===== src/rtl/izh_neuron_sequencer_if.sv =====
// Sequencer bundle: step control, current lookup, integrator bus, spike stream.
// master = sequencer side, slave = surrounding environment.
interface izh_neuron_sequencer_if #(
    parameter int WIDTH = 20,
    parameter int IDX_W = 4
);
    logic                    step_start;
    logic                    busy;
    logic                    step_done;
    logic [IDX_W-1:0]        i_idx;
    logic signed [WIDTH-1:0] i_data;
    logic signed [WIDTH-1:0] int_I;
    logic signed [WIDTH-1:0] int_v_old;
    logic signed [WIDTH-1:0] int_w_old;
    logic signed [WIDTH-1:0] int_v_new;
    logic signed [WIDTH-1:0] int_w_new;
    logic                    int_fire;
    logic                    spk_valid;
    logic [IDX_W-1:0]        spk_id;
    logic                    spk_ready;

    modport master (
        input  step_start, i_data, int_v_new, int_w_new, int_fire, spk_ready,
        output busy, step_done, i_idx, int_I, int_v_old, int_w_old,
        output spk_valid, spk_id
    );

    modport slave (
        output step_start, i_data, int_v_new, int_w_new, int_fire, spk_ready,
        input  busy, step_done, i_idx, int_I, int_v_old, int_w_old,
        input  spk_valid, spk_id
    );
endinterface


===== src/rtl/izh_neuron_sequencer.sv =====
// Time-multiplexes one combinational Izhikevich integrator over N_NEURONS,
// holding v/w per neuron and queueing fired indices in a FWFT spike FIFO.
module izh_neuron_sequencer #(
    parameter int WIDTH      = 20,
    parameter int FR_WIDTH   = 11,
    parameter int N_NEURONS  = 16,
    parameter int IDX_W      = 4,
    parameter int FIFO_DEPTH = 8
) (
    input logic clk,
    input logic rst,
    izh_neuron_sequencer_if.master bus
);
    localparam int PTR_W = (FIFO_DEPTH > 1) ? $clog2(FIFO_DEPTH) : 1;

    localparam logic [1:0] S_IDLE = 2'd0;
    localparam logic [1:0] S_RUN  = 2'd1;
    localparam logic [1:0] S_DONE = 2'd2;

    localparam int V_RST_I = -65 * (2 ** FR_WIDTH);
    localparam int W_RST_I = -13 * (2 ** FR_WIDTH);
    localparam logic signed [WIDTH-1:0] V_RST = WIDTH'(V_RST_I);
    localparam logic signed [WIDTH-1:0] W_RST = WIDTH'(W_RST_I);

    logic [1:0]              state;
    logic [IDX_W-1:0]        idx;
    logic signed [WIDTH-1:0] v_mem [N_NEURONS];
    logic signed [WIDTH-1:0] w_mem [N_NEURONS];
    logic [IDX_W-1:0]        fifo  [FIFO_DEPTH];
    logic [PTR_W-1:0]        rd_ptr;
    logic [PTR_W-1:0]        wr_ptr;
    logic [PTR_W:0]          count;

    logic run, full, empty, pop, push, stall, adv, last;

    // Handshake decode; a pop frees the slot a same-cycle push needs
    always_comb begin
        run   = (state == S_RUN);
        full  = (count == (PTR_W+1)'(FIFO_DEPTH));
        empty = (count == '0);
        pop   = !empty && bus.spk_ready;
        stall = run && bus.int_fire && full && !pop;
        adv   = run && !stall;
        push  = adv && bus.int_fire;
        last  = (idx == IDX_W'(N_NEURONS - 1));
    end

    // Integrator drive and status outputs, quiet outside a sweep
    always_comb begin
        bus.busy      = run;
        bus.step_done = (state == S_DONE);
        bus.i_idx     = run ? idx : '0;
        bus.int_I     = run ? bus.i_data : '0;
        bus.int_v_old = run ? v_mem[idx] : '0;
        bus.int_w_old = run ? w_mem[idx] : '0;
        bus.spk_valid = !empty;
        bus.spk_id    = empty ? '0 : fifo[rd_ptr];
    end

    // Sweep FSM: one neuron per non-stalled cycle, then a one-cycle DONE
    always_ff @(posedge clk) begin
        if (rst) begin
            state <= S_IDLE;
            idx   <= '0;
        end else begin
            unique case (state)
                S_IDLE: begin
                    idx <= '0;
                    if (bus.step_start) state <= S_RUN;
                end
                S_RUN: begin
                    if (adv) begin
                        if (last) begin
                            state <= S_DONE;
                            idx   <= '0;
                        end else begin
                            idx <= idx + IDX_W'(1);
                        end
                    end
                end
                S_DONE: begin
                    state <= S_IDLE;
                end
                default: begin
                    state <= S_IDLE;
                    idx   <= '0;
                end
            endcase
        end
    end

    // Neuron state write-back, skipped on a stalled retry
    always_ff @(posedge clk) begin
        if (rst) begin
            for (int k = 0; k < N_NEURONS; k++) begin
                v_mem[k] <= V_RST;
                w_mem[k] <= W_RST;
            end
        end else if (adv) begin
            v_mem[idx] <= bus.int_v_new;
            w_mem[idx] <= bus.int_w_new;
        end
    end

    // Spike FIFO storage; contents beyond count are never observed
    always_ff @(posedge clk) begin
        if (push) fifo[wr_ptr] <= idx;
    end

    // Spike FIFO pointers and occupancy
    always_ff @(posedge clk) begin
        if (rst) begin
            rd_ptr <= '0;
            wr_ptr <= '0;
            count  <= '0;
        end else begin
            if (push) wr_ptr <= wr_ptr + PTR_W'(1);
            if (pop)  rd_ptr <= rd_ptr + PTR_W'(1);
            unique case ({push, pop})
                2'b10:   count <= count + (PTR_W+1)'(1);
                2'b01:   count <= count - (PTR_W+1)'(1);
                default: count <= count;
            endcase
        end
    end
endmodule


===== src/flat_wrapper.sv =====
// flat-port wrapper written by rule: the top's interface ports become plain ports
module izh_neuron_sequencer_flat 
#(
    parameter int WIDTH      = 20,
    parameter int FR_WIDTH   = 11,
    parameter int N_NEURONS  = 16,
    parameter int IDX_W      = 4,
    parameter int FIFO_DEPTH = 8
)
  (clk, rst, bus_step_start, bus_i_data, bus_int_v_new, bus_int_w_new, bus_int_fire, bus_spk_ready, bus_busy, bus_step_done, bus_i_idx, bus_int_I, bus_int_v_old, bus_int_w_old, bus_spk_valid, bus_spk_id);
  izh_neuron_sequencer_if #(.WIDTH(WIDTH), .IDX_W(IDX_W)) bus_i ();
  input logic clk;
  input logic rst;
  input wire logic [$bits(bus_i.step_start)-1:0] bus_step_start;
  input wire logic [$bits(bus_i.i_data)-1:0] bus_i_data;
  input wire logic [$bits(bus_i.int_v_new)-1:0] bus_int_v_new;
  input wire logic [$bits(bus_i.int_w_new)-1:0] bus_int_w_new;
  input wire logic [$bits(bus_i.int_fire)-1:0] bus_int_fire;
  input wire logic [$bits(bus_i.spk_ready)-1:0] bus_spk_ready;
  output wire logic [$bits(bus_i.busy)-1:0] bus_busy;
  output wire logic [$bits(bus_i.step_done)-1:0] bus_step_done;
  output wire logic [$bits(bus_i.i_idx)-1:0] bus_i_idx;
  output wire logic [$bits(bus_i.int_I)-1:0] bus_int_I;
  output wire logic [$bits(bus_i.int_v_old)-1:0] bus_int_v_old;
  output wire logic [$bits(bus_i.int_w_old)-1:0] bus_int_w_old;
  output wire logic [$bits(bus_i.spk_valid)-1:0] bus_spk_valid;
  output wire logic [$bits(bus_i.spk_id)-1:0] bus_spk_id;
  assign bus_i.step_start = bus_step_start;
  assign bus_i.i_data = bus_i_data;
  assign bus_i.int_v_new = bus_int_v_new;
  assign bus_i.int_w_new = bus_int_w_new;
  assign bus_i.int_fire = bus_int_fire;
  assign bus_i.spk_ready = bus_spk_ready;
  assign bus_busy = bus_i.busy;
  assign bus_step_done = bus_i.step_done;
  assign bus_i_idx = bus_i.i_idx;
  assign bus_int_I = bus_i.int_I;
  assign bus_int_v_old = bus_i.int_v_old;
  assign bus_int_w_old = bus_i.int_w_old;
  assign bus_spk_valid = bus_i.spk_valid;
  assign bus_spk_id = bus_i.spk_id;
  izh_neuron_sequencer #(.WIDTH(WIDTH), .FR_WIDTH(FR_WIDTH), .N_NEURONS(N_NEURONS), .IDX_W(IDX_W), .FIFO_DEPTH(FIFO_DEPTH)) u_core (.clk(clk), .rst(rst), .bus(bus_i));
endmodule

===== config.mk =====
export PLATFORM = sky130hd
export DESIGN_NAME = izh_neuron_sequencer_flat
export DESIGN_NICKNAME = d
export VERILOG_FILES = /design/src/rtl/izh_neuron_sequencer_if.sv /design/src/rtl/izh_neuron_sequencer.sv /design/src/flat_wrapper.sv
export SDC_FILE = /design/constraint.sdc
export NUM_CORES = 1
export LEC_CHECK = 0
export ABC_AREA = 1
export CAP_MARGIN = 20
export CORE_UTILIZATION = 38
export CTS_CLUSTER_SIZE = 10
export DETAILED_ROUTE_END_ITERATION = 8
export PLACE_DENSITY = 0.54
export SYNTH_ARGS = -nofsm -noshare
export SYNTH_HDL_FRONTEND = slang
export SYNTH_SLANG_ARGS = --single-unit

===== constraint.sdc =====
create_clock -name clk -period 4.2 [get_ports clk]
set_input_delay 1.05 -clock clk [delete_from_list [all_inputs] [get_ports clk]]
set_output_delay 1.05 -clock clk [all_outputs]
set_load 0.1 [all_outputs]

==> impl_metrics.prom <==
# TYPE chip_impl_metric gauge
chip_impl_info{name="status",value="finished clean"} 1
chip_impl_metric{name="globalplace.congestion",unit=""} 0.790
chip_impl_metric{name="final-setup-viol-count",unit=""} 0
chip_impl_metric{name="die_h",unit="um"} 297
chip_impl_metric{name="initial_standard_cell_utilization_of_the_core",unit="%"} 38.5
chip_impl_metric{name="worst_slew_pin_slew",unit="ps"} 1010
chip_impl_metric{name="report.final.hold_viol_count",unit=""} 0
chip_impl_metric{name="static-leakage-power",unit="nW"} 15.7
chip_impl_metric{name="cts-htree-levels",unit=""} 3
chip_impl_metric{name="detailedRoute.firstIterationViolations",unit=""} 2335
chip_impl_info{name="cpMaxStageDelayCell",value="a21oi_1"} 1
chip_impl_metric{name="number_of_vias_in_the_routed_layout",unit=""} 24900
chip_impl_metric{name="skew",unit="ps"} 22.2
chip_impl_info{name="cts_root_buffer",value="clkbuf_16"} 1
chip_impl_metric{name="pin_count_of_the_biggest_net_entering_global_routing",unit=""} 149
chip_impl_metric{name="final-max-slew-violation-count",unit=""} 0
chip_impl_metric{name="synth-warning-count",unit=""} 0
chip_impl_metric{name="clkSlewWorstSetupHoldPaths",unit="ps"} 60
chip_impl_metric{name="groute.layer.met2.usage",unit="%"} 36.9
chip_impl_metric{name="grt_pass1_wl",unit="mm"} 151
chip_impl_metric{name="grt_use_total",unit="%"} 22.4
chip_impl_metric{name="r2r_cells",unit=""} 7
chip_impl_metric{name="clockBufferDepth",unit=""} 3
chip_impl_metric{name="core_area",unit="mm2"} 0.0857
chip_impl_metric{name="synth_largest_type_area_fraction",unit="%"} 61.1
chip_impl_metric{name="layout_cell_share_with_drive_strength_beyond_1",unit="%"} 8.32
chip_impl_metric{name="insertedDiodeCount",unit=""} 0
chip_impl_info{name="grt_setup_unrepaired",value="no"} 1
chip_impl_metric{name="routedWlPerCell",unit="um"} 20.6
chip_impl_metric{name="boundaryPins",unit=""} 136
chip_impl_metric{name="max_freq",unit="GHz"} 0.241
chip_impl_metric{name="detailedPlacementHpwl",unit="mm"} 55.6
chip_impl_metric{name="netlist-cell-type-count",unit=""} 25
chip_impl_metric{name="fp.dieW",unit="um"} 297
chip_impl_info{name="clock_tree_from_tritoncts",value="yes"} 1
chip_impl_metric{name="final-instance-count-excl-fill",unit=""} 4860
chip_impl_metric{name="cap_viol_max_count",unit=""} 0
chip_impl_metric{name="placed_cells_incl_taps",unit=""} 4734
chip_impl_metric{name="final.hold.worst_slack",unit="ps"} 469
chip_impl_metric{name="detailed_route_wl",unit="mm"} 100
chip_impl_info{name="worst_setup_path_end_kind",value="output port"} 1
chip_impl_info{name="min-delay-path-class",value="reg2reg"} 1
chip_impl_metric{name="route.detailed.vias_per_inst",unit=""} 5.13
chip_impl_metric{name="cts-buffers-inserted",unit=""} 83
chip_impl_metric{name="holdPathStages",unit=""} 2
chip_impl_info{name="gr-max-usage-layer",value="met2"} 1
chip_impl_info{name="startpoint_type",value="flip-flop"} 1
chip_impl_metric{name="grt_pass1_vias",unit=""} 24000
chip_impl_metric{name="cp_max_fo",unit=""} 122
chip_impl_metric{name="critical_path_buf_inv_count",unit=""} 2
chip_impl_metric{name="die_area",unit="mm2"} 0.0881
chip_impl_metric{name="area_growth",unit="%"} 16.4
chip_impl_metric{name="drc",unit=""} 0
chip_impl_metric{name="synth.ff_latch_count",unit=""} 695
chip_impl_metric{name="drt.antenna.violating_nets",unit=""} 0
chip_impl_metric{name="ir_worst_vdd",unit="mV"} 0.710
chip_impl_metric{name="syn_area",unit="mm2"} 0.0330
chip_impl_info{name="worstSetupPathType",value="reg2out"} 1
chip_impl_metric{name="period_minus_slack",unit="ps"} 4140
chip_impl_info{name="biggest_area_consumer_among_synthesized_cells",value="edfxtp_1"} 1
chip_impl_info{name="critical_path.cell_chain",value="buf_12 > nor2_1 > nor2_1 > o21ai_0 > nand3_1 > nand3_1 > a21oi_1 > buf_12"} 1
chip_impl_metric{name="tns",unit="ps"} 0
chip_impl_metric{name="grt_remaining_overflow",unit=""} 0
chip_impl_metric{name="worstSkewPairLatency",unit="ps"} 650
chip_impl_metric{name="drt_first_pass_iters",unit=""} 5
chip_impl_metric{name="cp_num_cells",unit=""} 8
chip_impl_info{name="worst_path_dominant_cell_family",value="compound AO/OA/AOI/OAI gates"} 1
chip_impl_metric{name="fp-row-count",unit=""} 107
chip_impl_metric{name="number_of_sinks_driven_by_the_clock_tree",unit=""} 695
chip_impl_metric{name="final_min_period_over_clock_period",unit="%"} 98.7
chip_impl_metric{name="globalRouteMet3Util",unit="%"} 3.28
chip_impl_metric{name="power.density",unit="mW/mm2"} 433
chip_impl_metric{name="critPathArrivalTime",unit="ps"} 3090
chip_impl_metric{name="finalNetCount",unit=""} 3749
chip_impl_metric{name="timing.critical_path.required",unit="ps"} 3150
chip_impl_metric{name="synthCells",unit=""} 3615
chip_impl_metric{name="slew-limit-headroom",unit="%"} 32.1
chip_impl_info{name="synth.top_cells.by_area",value="edfxtp_1 61%, nand2_1 10%, nand3_1 9.7%"} 1
chip_impl_metric{name="grt_antenna_before_repair",unit=""} 1
chip_impl_metric{name="synth_seq_area_share",unit="%"} 62.5
chip_impl_metric{name="met1_usage",unit="%"} 30.7
chip_impl_metric{name="worst_path_largest_cell_delay",unit="ps"} 570
chip_impl_metric{name="port-buffer-count",unit=""} 135
chip_impl_metric{name="synthesis.nets",unit=""} 3689
chip_impl_metric{name="synth_area_per_cell",unit="um2"} 9.14
cell families (layout without fill, tap and decap cells):
kind of cell | Yosys count | in the layout | share of synthesized area [%]
adder cells (fa/ha/maj) | 9 | 9 | 0.341
AO/OA/AOI/OAI | 120 | 120 | 1.86
flip-flops | 695 | 695 | 62.5
AND/OR/NAND/NOR | 2110 | 2110 | 26.8
buffers and inverters | 677 | 778 | 8.45
XOR/XNOR | 4 | 4 | 0.106
final timing paths:
check / start / endpoint / slack [ps]
min: u_core.rd_ptr[2] / u_core.rd_ptr[2] / 470
max: flip-flop / bus_int_v_old[10] / 60
min reg2reg: u_core.rd_ptr[2] / u_core.rd_ptr[2] / 470
max reg2reg: u_core.state[0] / u_core.w_mem[14][15] / 1160
synthesized netlist by cell type:
library cell    n
a21oi_1        50
buf_1          17
buf_12          1
buf_2          66
buf_4          14
buf_6          13
clkbuf_1      151
dfxtp_1        23
edfxtp_1      672
ha_1            9
inv_1         411
inv_2           4
nand2_1       876
nand2_2         3
nand2_4        12
nand3_1       637
nand3_2         1
nand4_1         4
nor2_1        575
nor2_2          2
o211ai_1        4
o21ai_0        62
o22ai_1         4
xnor2_1         2
xor2_1          2
metal layers:
metal	wire length (um)	vias up	part of all wire [%]
li1	-	11800	-
met1	43500	12100	43
met2	47600	856	48
met3	6470	153	6.5
met4	2500	2	2.5
met5	20	-	0.020
where the power goes:
part           switching (mW)  internal [mW]
Sequential              0.105           7.77
Clock                    2.83           3.61
Combinational            1.71          0.608
Total                    4.64           12.0
placed cells by master (no fill, tap or decap), types with 4 or more instances in the layout:
cell             Yosys  routed
nand2_1            876     859
nand4_1              4       4
nand2_2              3      19
clkdlybuf4s50_1      0      66
a21oi_1             50      50
buf_12               1      68
ha_1                 9       9
nor2_1             575     575
edfxtp_1           672     672
nand3_1            637     637
o22ai_1              4       4
clkinv_1             0      12
o21ai_0             62      62
inv_1              411     408
dfxtp_1             23      19
o211ai_1             4       4
nand2_4             12      13
buf_4               14     103
clkbuf_1           151      22
clkbuf_16            0      83
worst min-delay path: stages, from the launching register on:
cell	delay (ps)
dfxtp_1	300
inv_1	40
a21oi_1	70
flip-flops by register name (all words and copies together) (netlist names), named ones only:
register / flops
u_core.idx: 4
u_core.wr_ptr: 3
u_core.rd_ptr: 3
u_core.state: 2
u_core.fifo: 32
u_core.w_mem: 320
u_core.count: 4
u_core.v_mem: 320
cell type report:
| cell class | instances | area (um2) |
|---|---|---|
| Multi-Input combinational cell | 2243 | 9650 |
| Fill cell | 8177 | 47200 |
| Tap cell | 1144 | 1430 |
| Timing Repair Buffer | 237 | 2800 |
| Clock inverter | 21 | 173 |
| Inverter | 415 | 1580 |
| Clock buffer | 105 | 2160 |
| Sequential cell | 695 | 20700 |
stage by stage:
step	area (um2)	power (mW)	util (%)	setup slack (ps)
global route	38400	17.2	44.9	33.7
floorplan	33000	9.58	-	390
finish	38400	16.6	44.9	55.0
CTS	38400	16.7	44.9	64.6
detailed placement	36100	10.3	42.1	613
global placement	36100	10.3	42.1	548
timing repair:
action	CTS	global route
resized for setup	0	2
setup endpoints to repair	0	5
hold buffers	0	0
setup buffers	0	0
Note: power is estimated with default switching activity, not from simulation.
